<file path="config.mk">
export PLATFORM = sky130hd
export DESIGN_NAME = muu_value_write_burster
export DESIGN_NICKNAME = d
export VERILOG_FILES = /design/src/rtl/muu_value_write_burster.sv
export SDC_FILE = /design/constraint.sdc
export NUM_CORES = 1
export LEC_CHECK = 0
export ABC_AREA = 1
export BUFFER_PORTS_ARGS = -buffer_cell sky130_fd_sc_hd__buf_4
export CAP_MARGIN = 20
export CORE_AREA = 8 8 433 435
export DETAILED_ROUTE_END_ITERATION = 10
export DIE_AREA = 0 0 441 443
export GPL_ROUTABILITY_DRIVEN = 0
export RECOVER_POWER = 50
export SLEW_MARGIN = 20
export SYNTH_ARGS = -nofsm -noshare
export SYNTH_HDL_FRONTEND = slang
export SYNTH_SLANG_ARGS = --single-unit
</file>
<file path="constraint.sdc">
create_clock -name clk -period 4.5 [get_ports clk]
set_input_delay 0.9 -clock clk [delete_from_list [all_inputs] [get_ports clk]]
set_output_delay 0.9 -clock clk [all_outputs]
set_load 0.1 [all_outputs]
</file>
<file path="src/rtl/muu_value_write_burster.sv">
// Splits (word address, length) write commands into AXI-style write bursts capped at
// MAX_BURST beats that never cross a BOUNDARY_WORDS boundary; tracks outstanding B responses.
module muu_value_write_burster #(
   parameter int MEMORY_WIDTH    = 512,
   parameter int ADDR_WIDTH      = 33,
   parameter int MAX_BURST       = 16,
   parameter int BOUNDARY_WORDS  = 64,
   parameter int MAX_OUTSTANDING = 8
) (
   input  logic                    clk,
   input  logic                    rst,
   input  logic [39:0]             wrcmd_data,
   input  logic                    wrcmd_valid,
   output logic                    wrcmd_ready,
   input  logic [MEMORY_WIDTH-1:0] wr_data,
   input  logic                    wr_valid,
   output logic                    wr_ready,
   output logic [ADDR_WIDTH-1:0]   mem_awaddr,
   output logic [7:0]              mem_awlen,
   output logic                    mem_awvalid,
   input  logic                    mem_awready,
   output logic [MEMORY_WIDTH-1:0] mem_wdata,
   output logic                    mem_wlast,
   output logic                    mem_wvalid,
   input  logic                    mem_wready,
   input  logic                    mem_bvalid,
   output logic                    mem_bready,
   output logic                    busy
);

   localparam int OUT_W      = $clog2(MAX_OUTSTANDING + 1);
   localparam int WORD_SHIFT = $clog2(MEMORY_WIDTH / 8);
   localparam logic [OUT_W-1:0] OUT_LIMIT  = OUT_W'(MAX_OUTSTANDING);
   localparam logic [31:0]      BOUND_MASK = 32'(BOUNDARY_WORDS - 1);

   typedef enum logic [1:0] {IDLE, ISSUE_AW, DATA} state_e;

   state_e           state_q, state_d;
   logic [31:0]      addr_q, addr_d;
   logic [7:0]       remaining_q, remaining_d;
   logic [8:0]       beats_q, beats_d;
   logic [OUT_W-1:0] outstanding_q, outstanding_d;

   logic [32:0]           room;
   logic [8:0]            burst;
   logic [31+WORD_SHIFT:0] byte_addr;
   logic in_issue, in_data;
   logic cmd_hs, aw_hs, w_hs, b_dec;

   // Burst length depends only on registered addr/remaining, so it stays stable while AW waits.
   always_comb begin
      room  = 33'(BOUNDARY_WORDS) - {1'b0, addr_q & BOUND_MASK};
      burst = {1'b0, remaining_q};
      if (burst > 9'(MAX_BURST)) burst = 9'(MAX_BURST);
      if ({24'b0, burst} > room) burst = room[8:0];
   end

   assign byte_addr = {addr_q, {WORD_SHIFT{1'b0}}};
   assign in_issue  = !rst && (state_q == ISSUE_AW);
   assign in_data   = !rst && (state_q == DATA);

   assign wrcmd_ready = !rst && (state_q == IDLE);
   assign mem_bready  = !rst;
   assign mem_awvalid = in_issue && (outstanding_q < OUT_LIMIT);
   assign mem_awaddr  = in_issue ? ADDR_WIDTH'(byte_addr) : '0;
   assign mem_awlen   = in_issue ? 8'(burst - 9'd1) : '0;
   assign mem_wdata   = wr_data;
   assign mem_wvalid  = in_data && wr_valid;
   assign wr_ready    = in_data && mem_wready;
   assign mem_wlast   = in_data && (beats_q == 9'd1);
   assign busy        = !rst && ((state_q != IDLE) || (outstanding_q != '0));

   assign cmd_hs = wrcmd_valid && wrcmd_ready;
   assign aw_hs  = mem_awvalid && mem_awready;
   assign w_hs   = mem_wvalid && mem_wready;
   // A response with nothing outstanding is a stray and must not underflow the count.
   assign b_dec  = mem_bvalid && mem_bready && (outstanding_q != '0);

   always_comb begin
      // NOTE: every variable gets a default before the case so no path can infer a latch.
      state_d     = state_q;
      addr_d      = addr_q;
      remaining_d = remaining_q;
      beats_d     = beats_q;
      case (state_q)
         IDLE: begin
            if (cmd_hs) begin
               addr_d      = wrcmd_data[31:0];
               remaining_d = wrcmd_data[39:32];
               if (wrcmd_data[39:32] != 8'd0) state_d = ISSUE_AW;
            end
         end
         ISSUE_AW: begin
            if (aw_hs) begin
               beats_d = burst;
               state_d = DATA;
            end
         end
         DATA: begin
            if (w_hs) begin
               beats_d = beats_q - 9'd1;
               if (beats_q == 9'd1) begin
                  addr_d      = addr_q + {23'b0, burst};
                  remaining_d = remaining_q - burst[7:0];
                  state_d     = (remaining_q == burst[7:0]) ? IDLE : ISSUE_AW;
               end
            end
         end
         default: state_d = IDLE;
      endcase
   end

   always_comb begin
      outstanding_d = outstanding_q;
      case ({aw_hs, b_dec})
         2'b10:   outstanding_d = outstanding_q + 1'b1;
         2'b01:   outstanding_d = outstanding_q - 1'b1;
         default: outstanding_d = outstanding_q;
      endcase
   end

   // NOTE: sequential state uses non-blocking assignments so all registers update together.
   always_ff @(posedge clk) begin
      if (rst) begin
         state_q       <= IDLE;
         addr_q        <= '0;
         remaining_q   <= '0;
         beats_q       <= '0;
         outstanding_q <= '0;
      end else begin
         state_q       <= state_d;
         addr_q        <= addr_d;
         remaining_q   <= remaining_d;
         beats_q       <= beats_d;
         outstanding_q <= outstanding_d;
      end
   end

endmodule

</file>
# Yosys cells after proc, flatten, opt, wreduce, memory -nomap -nowiden
# Cells that the tools add are included.
[word_totals] elab_cells=74 ff_bits=55
[op_classes] order_cmp=3 n_mux=23 n_eq_ne=11 n_reduce_logical=25 n_addsub=7
[op_table] op="32-bit 2-to-1 mux" count=3
[op_table] op="32-bit case mux with 2 select lines" count=1
[op_table] op="8-bit 2-to-1 mux" count=5
[op_table] op="8-bit by 33-bit > comparator with 1-bit output" count=1
[op_table] op="33-bit 2-to-1 mux" count=1
[op_table] op="32-bit by 9-bit adder with 32-bit output" count=1
[op_table] op="9-bit 2-to-1 mux" count=3
[op_table] op="9-bit case mux with 2 select lines" count=1
[op_table] op="8-bit case mux with 2 select lines" count=1
[op_table] op="1-bit logical AND" count=13
[op_table] op="2-bit 2-to-1 mux" count=5
[op_table] op="9-bit by 1-bit == test with 1-bit output, second input constant" count=1
[op_table] op="9-bit by 1-bit subtractor with 9-bit output, second input constant" count=1
[op_table] op="8-bit == test" count=1
[op_table] op="8-bit by 5-bit > comparator with 1-bit output, second input constant" count=1
[op_table] op="4-bit case mux with 2 select lines" count=1
[op_table] op="2-bit nonzero test" count=4
[op_table] op="8-bit nonzero test" count=1
[op_table] op="7-bit by 6-bit subtractor with 8-bit output, first input constant" count=1
[op_table] op="8-bit by 1-bit subtractor with 8-bit output, second input constant" count=1
[op_table] op="8-bit subtractor" count=1
[op_table] op="2-bit != test, second input constant" count=3
[op_table] op="2-bit case mux with 3 select lines" count=1
[op_table] op="5-bit AND reduction" count=1
[op_table] op="13 further kinds" count=16

# Longest topological paths before layout
[logic_depth] ltp_word=9 ltp_mapped=27 ltp_nobuf=27

# Worst setup path before layout
# OpenSTA, ideal clock, no wires.
[synth_timing] kind="register to output" startpoint="reg remaining_q[6]" endpoint="out mem_awlen[6]" path_stages_with_launch=20 setup_slack_ns=-0.083 required_ns=3.600 t_arrival_ns=3.683 cell_sequence="dfxtp_1 > or2_2 > nor2_1 > nand3_1 > inv_1 > ha_1 > nand2_1 > nand2_1 > o21ai_0 > nand2_1 > nand2_2 > nand2_1 > nand2_1 > ha_1 > nand2_1 > nor2_1 > nand2_1 > nand2_1 > nand2_1 > nor2_1"
[synth_between] elab_chain_cells=6
[synth_lines] item="start: declaration" line="40" text="logic [7:0] remaining_q, remaining_d;"
[synth_lines] item="start signal: assignment" line="133" text="remaining_q <= remaining_d;"
[synth_lines] item="8-bit by 5-bit > comparator with 1-bit output" line="54" text="if (burst > 9'(MAX_BURST)) burst = 9'(MAX_BURST);"
[synth_lines] item="8-bit 2-to-1 mux (*)" line="54"
[synth_lines] item="8-bit by 33-bit > comparator with 1-bit output" line="55" text="if ({24'b0, burst} > room) burst = room[8:0];"
[synth_lines] item="9-bit 2-to-1 mux (*)" line="55"
[synth_lines] item="8-bit by 1-bit subtractor with 8-bit output (*)" line="66" text="assign mem_awlen = in_issue ? 8'(burst - 9'd1) : '0;"
[synth_lines] item="8-bit 2-to-1 mux (*)" line="66"
[synth_lines] item="end: declaration" line="19" text="output logic [7:0] mem_awlen,"
# Every way passes the cells marked *; elsewhere a longest branch is shown, timed or not.

# Final worst setup path
[layout_timing] startpoint="reg remaining_q[7]" endpoint="out mem_awlen[6]"
# The elaborated chain is that of the path after synthesis.

==> implementation parameters <==
Parameter                              Value

Outcome
  Outcome ... completed

Placement
  Post-DP HPWL ... around 100 mm
  Port Buf Inserts ... 83
  Number of placed instances with taps included ... 3223

Yosys
  Number of synthesis warnings ... 0
  Top cells by instance count after synthesis ... sky130_fd_sc_hd__buf_4 (518), sky130_fd_sc_hd__nand2_1 (194), sky130_fd_sc_hd__nor2_1 (127)
  Count of unique library cells instantiated by Yosys ... 38
  Number of instances in the synthesized netlist ... about 1.3k
  Number of synthesized register bits ... 50
  Dominant cell type by area after synthesis ... sky130_fd_sc_hd__buf_4
  Fraction of synthesized cell area taken by the top area cell type ... a little under half
  Syn avg cell area ... 6.53 um^2
  Synthesized area ... between 0.008 and 0.009 mm^2
  Part of the Yosys area used for sequential elements ... approximately an eighth
  EDFF count, synth ... 0
  Most instantiated library cell after synthesis ... sky130_fd_sc_hd__buf_4
  Ranking of synthesized cells by area ... sky130_fd_sc_hd__buf_4 (46%), sky130_fd_sc_hd__dfxtp_1 (12%), sky130_fd_sc_hd__nand2_1 (8.7%)
  Share of flip-flops with an asynchronous set or reset after synthesis ... 0%
  Most instantiated flip-flop cell in the synthesis netlist ... sky130_fd_sc_hd__dfxtp_1

Timing
  Period utilisation layout ... between 90% and 100%
  Worst-Margin Slew ... just over 0.9 ns
  Final worst clock skew ... 0.00763 ns
  Unrepaired setup endpoints after global routing ... false
  Setup violation total in the final timing report ... 0
  Slew Limit Headroom ... between 30% and 40%
  Setup TNS ... 0 ns
  Pins Over Slew Limit ... 0
  Post-route minimum period ... about 4.3 ns
  Maximum clock frequency ... about 0.23 GHz
  Hold violation count in the final report ... 0

Floorplanning
  Initial standard-cell utilization of the core ... about 4.7%
  Number of top-level design ports ... between 1k and 1.5k
  Number of placement rows ... between 150 and 200
  Die area ... between 0.15 and 0.2 mm^2
  Die width ... between 400 and 500 um
  Core Region ... around 0.18 mm^2
  Die height ... roughly 440 um

Routing
  Vias after detailed routing ... about 6.6k
  Total detailed-routing wirelength ... around 110 mm
  Average routed wire per standard cell ... approximately 33 um
  DR pass1 iterations ... 5
  Via-per-instance ratio ... 2.04
  Detailed Route Iter0 Violations ... around 530
  Detailed-route DRC error count ... 0
  Number of nets with antenna violations after detailed routing ... 0

Clock tree
  TritonCTS clock tree ... done
  Clock network latency to the later pin of the worst-skew pair ... 0.31 ns
  Clock H-tree levels ... 2
  TritonCTS Buffers ... 5
  Cell at the root of the clock tree ... sky130_fd_sc_hd__clkbuf_16
  Clock transition at the registers of the reported paths ... 0.07 ns
  CTS Buffer Depth ... 2
  Clock sink count ... 50
  Hold-fix buffers at CTS ... 0

Finish
  FILL cells ... ~21k
  Number of standard cells in the layout, taps in and fillers out ... 3239
  Ratio of cells with drive above 1 in the final layout ... 16.7%
  Layout overhead on the synthesized area ... 0.0298%
  Number of nets in the finished design ... between 1k and 1.5k

Global route
  Most used routing layer in global routing ... met2
  Number of global-route vias before repair ... 6186
  Wire length of the first global-routing pass ... about 120 mm
  Total global routing overflow ... 0
  Met2 Resource Use GR ... 17.0%
  Maximum number of pins on one net before global-route repair ... 67
  Met3 Usage GRT ... between 10% and 20%
  GR Layer Usage met1 ... ~5.4%
  Overall fraction of global-route tracks in use ... between 10% and 20%
  Antenna violations before repair ... 10

Worst setup path
  Worst endpoint data arrival time ... roughly 3.4 ns
  Crit path launch type ... flop
  Data required time of the worst path ... 3.60 ns
  Kind of critical path ... flop to primary output
  Worst Path Max Fanout ... 5
  Type of element capturing the critical path ... primary output

Hold path
  Worst hold path type ... flop to flop

Job
  Number of violations of the max-capacitance limit ... 0

Power and ir drop
  Max rail drop VDD ... 0.219 mV
  Static leakage ... about 0.0026 uW
  Power density cells ... 360 mW/mm^2
-- layout by cell type, fill, tap and decap left out, types with 5 or more instances in the layout --
cell / count
sky130_fd_sc_hd__ha_1: 27
sky130_fd_sc_hd__nand2_1: 192
sky130_fd_sc_hd__buf_4: 100
sky130_fd_sc_hd__inv_1: 94
sky130_fd_sc_hd__diode_2: 6
sky130_fd_sc_hd__xnor2_1: 7
sky130_fd_sc_hd__a31oi_1: 7
sky130_fd_sc_hd__nand3_1: 41
sky130_fd_sc_hd__nor2_2: 6
sky130_fd_sc_hd__nand4_1: 6
sky130_fd_sc_hd__a21oi_1: 60
sky130_fd_sc_hd__or2_2: 5
sky130_fd_sc_hd__dfxtp_1: 49
sky130_fd_sc_hd__clkbuf_16: 5
sky130_fd_sc_hd__nor2_1: 122
sky130_fd_sc_hd__nand3b_1: 5
sky130_fd_sc_hd__o21ai_0: 56
sky130_fd_sc_hd__conb_1: 9
sky130_fd_sc_hd__nor3_1: 12
sky130_fd_sc_hd__xor2_1: 9
-- through the flow --
stage	setup WS (ns)	total power [uW]	instance area, um^2	utilization [%]	hold slack, ns
after CTS	-0.00685	2970	8330	4.62	0.473
after floorplan	-0.0107	4120	8440	-	0.438
after global routing	0.00703	3270	8400	4.66	0.516
final	0.234	3020	8410	4.67	0.470
after global placement	0.105	2510	8150	4.52	0.453
after detailed placement	0.118	2540	8150	4.52	0.460
-- power breakdown --
part,total [uW],internal [uW],switching (uW)
clock network,408,207,200
registers,606,524,82.6
logic,2010,629,1380
-- critical path: stages (launching register included) --
cell                      delay, ns
sky130_fd_sc_hd__dfxtp_1       0.35
sky130_fd_sc_hd__or2_4         0.28
sky130_fd_sc_hd__nor3_4        0.19
sky130_fd_sc_hd__inv_1         0.08
sky130_fd_sc_hd__ha_1          0.31
sky130_fd_sc_hd__nand2_1       0.07
sky130_fd_sc_hd__nor2_2        0.15
sky130_fd_sc_hd__o21ai_1       0.10
sky130_fd_sc_hd__nand2_2       0.14
sky130_fd_sc_hd__buf_4         0.14
sky130_fd_sc_hd__nand3_1       0.06
sky130_fd_sc_hd__nand2_1       0.11
sky130_fd_sc_hd__ha_2          0.20
sky130_fd_sc_hd__nand2_1       0.06
sky130_fd_sc_hd__nor2_2        0.16
sky130_fd_sc_hd__nand2_1       0.08
sky130_fd_sc_hd__nand2_1       0.06
sky130_fd_sc_hd__nand2_1       0.08
sky130_fd_sc_hd__nor2_4        0.22
sky130_fd_sc_hd__buf_12        0.21
-- final cells by class --
type / instances / area, um^2 / area share (%)
inverter: 97 / 364 / 4.33
sequential: 50 / 1000 / 11.9
clock inverter: 3 / 18.8 / 0.223
timing repair buffer: 102 / 786 / 9.34
clock buffer: 5 / 125 / 1.49
antenna: 6 / 15.0 / 0.179
tap: 2370 / 2970 / 35.3
multi-input combinational: 606 / 3130 / 37.3
-- flip-flops by register name (all words and copies together) (netlist names) --
name           count
outstanding_q      4
beats_q            9
remaining_q        8
addr_q            27
state_q            2
-- path summary, 6_finish.rpt --
kind              cells after the start  slack [ns]            to           start
setup / recovery                     19        0.23  mem_awlen[6]  remaining_q[7]
hold / removal                        2        0.47    beats_q[7]      beats_q[7]
setup reg to reg                     25        0.52    addr_q[18]  remaining_q[7]
hold reg to reg                       2        0.47    beats_q[7]      beats_q[7]
-- layer usage --
| metal | vias up | routed length, um | share of wire [%] |
|---|---|---|---|
| met5 | - | 269 | 0.25 |
| met4 | 6 | 2450 | 2.3 |
| met3 | 115 | 34900 | 33 |
| met2 | 974 | 49700 | 47 |
| met1 | 2852 | 19200 | 18 |
| li1 | 2659 | - | - |
-- cell families after synthesis --
logic type,Yosys count,synth area share (%)
XOR/XNOR,16,1.67
buffers and inverters,639,52.0
AND/OR/NAND/NOR,407,20.1
other,1,0.0446
flip-flops,50,11.9
adder cells (fa/ha/maj),32,5.03
AO/OA/AOI/OAI,142,9.18
-- repair_timing --
item                                   in CTS  in global routing
endpoints found under the hold margin       0                  0
pin swaps                                   1                  4
resized for setup                           8                 18
setup endpoints to repair                   3                 17
buffers inserted                            0                  2
gates cloned                                0                  0
Note: power is estimated with default switching activity, not from simulation.
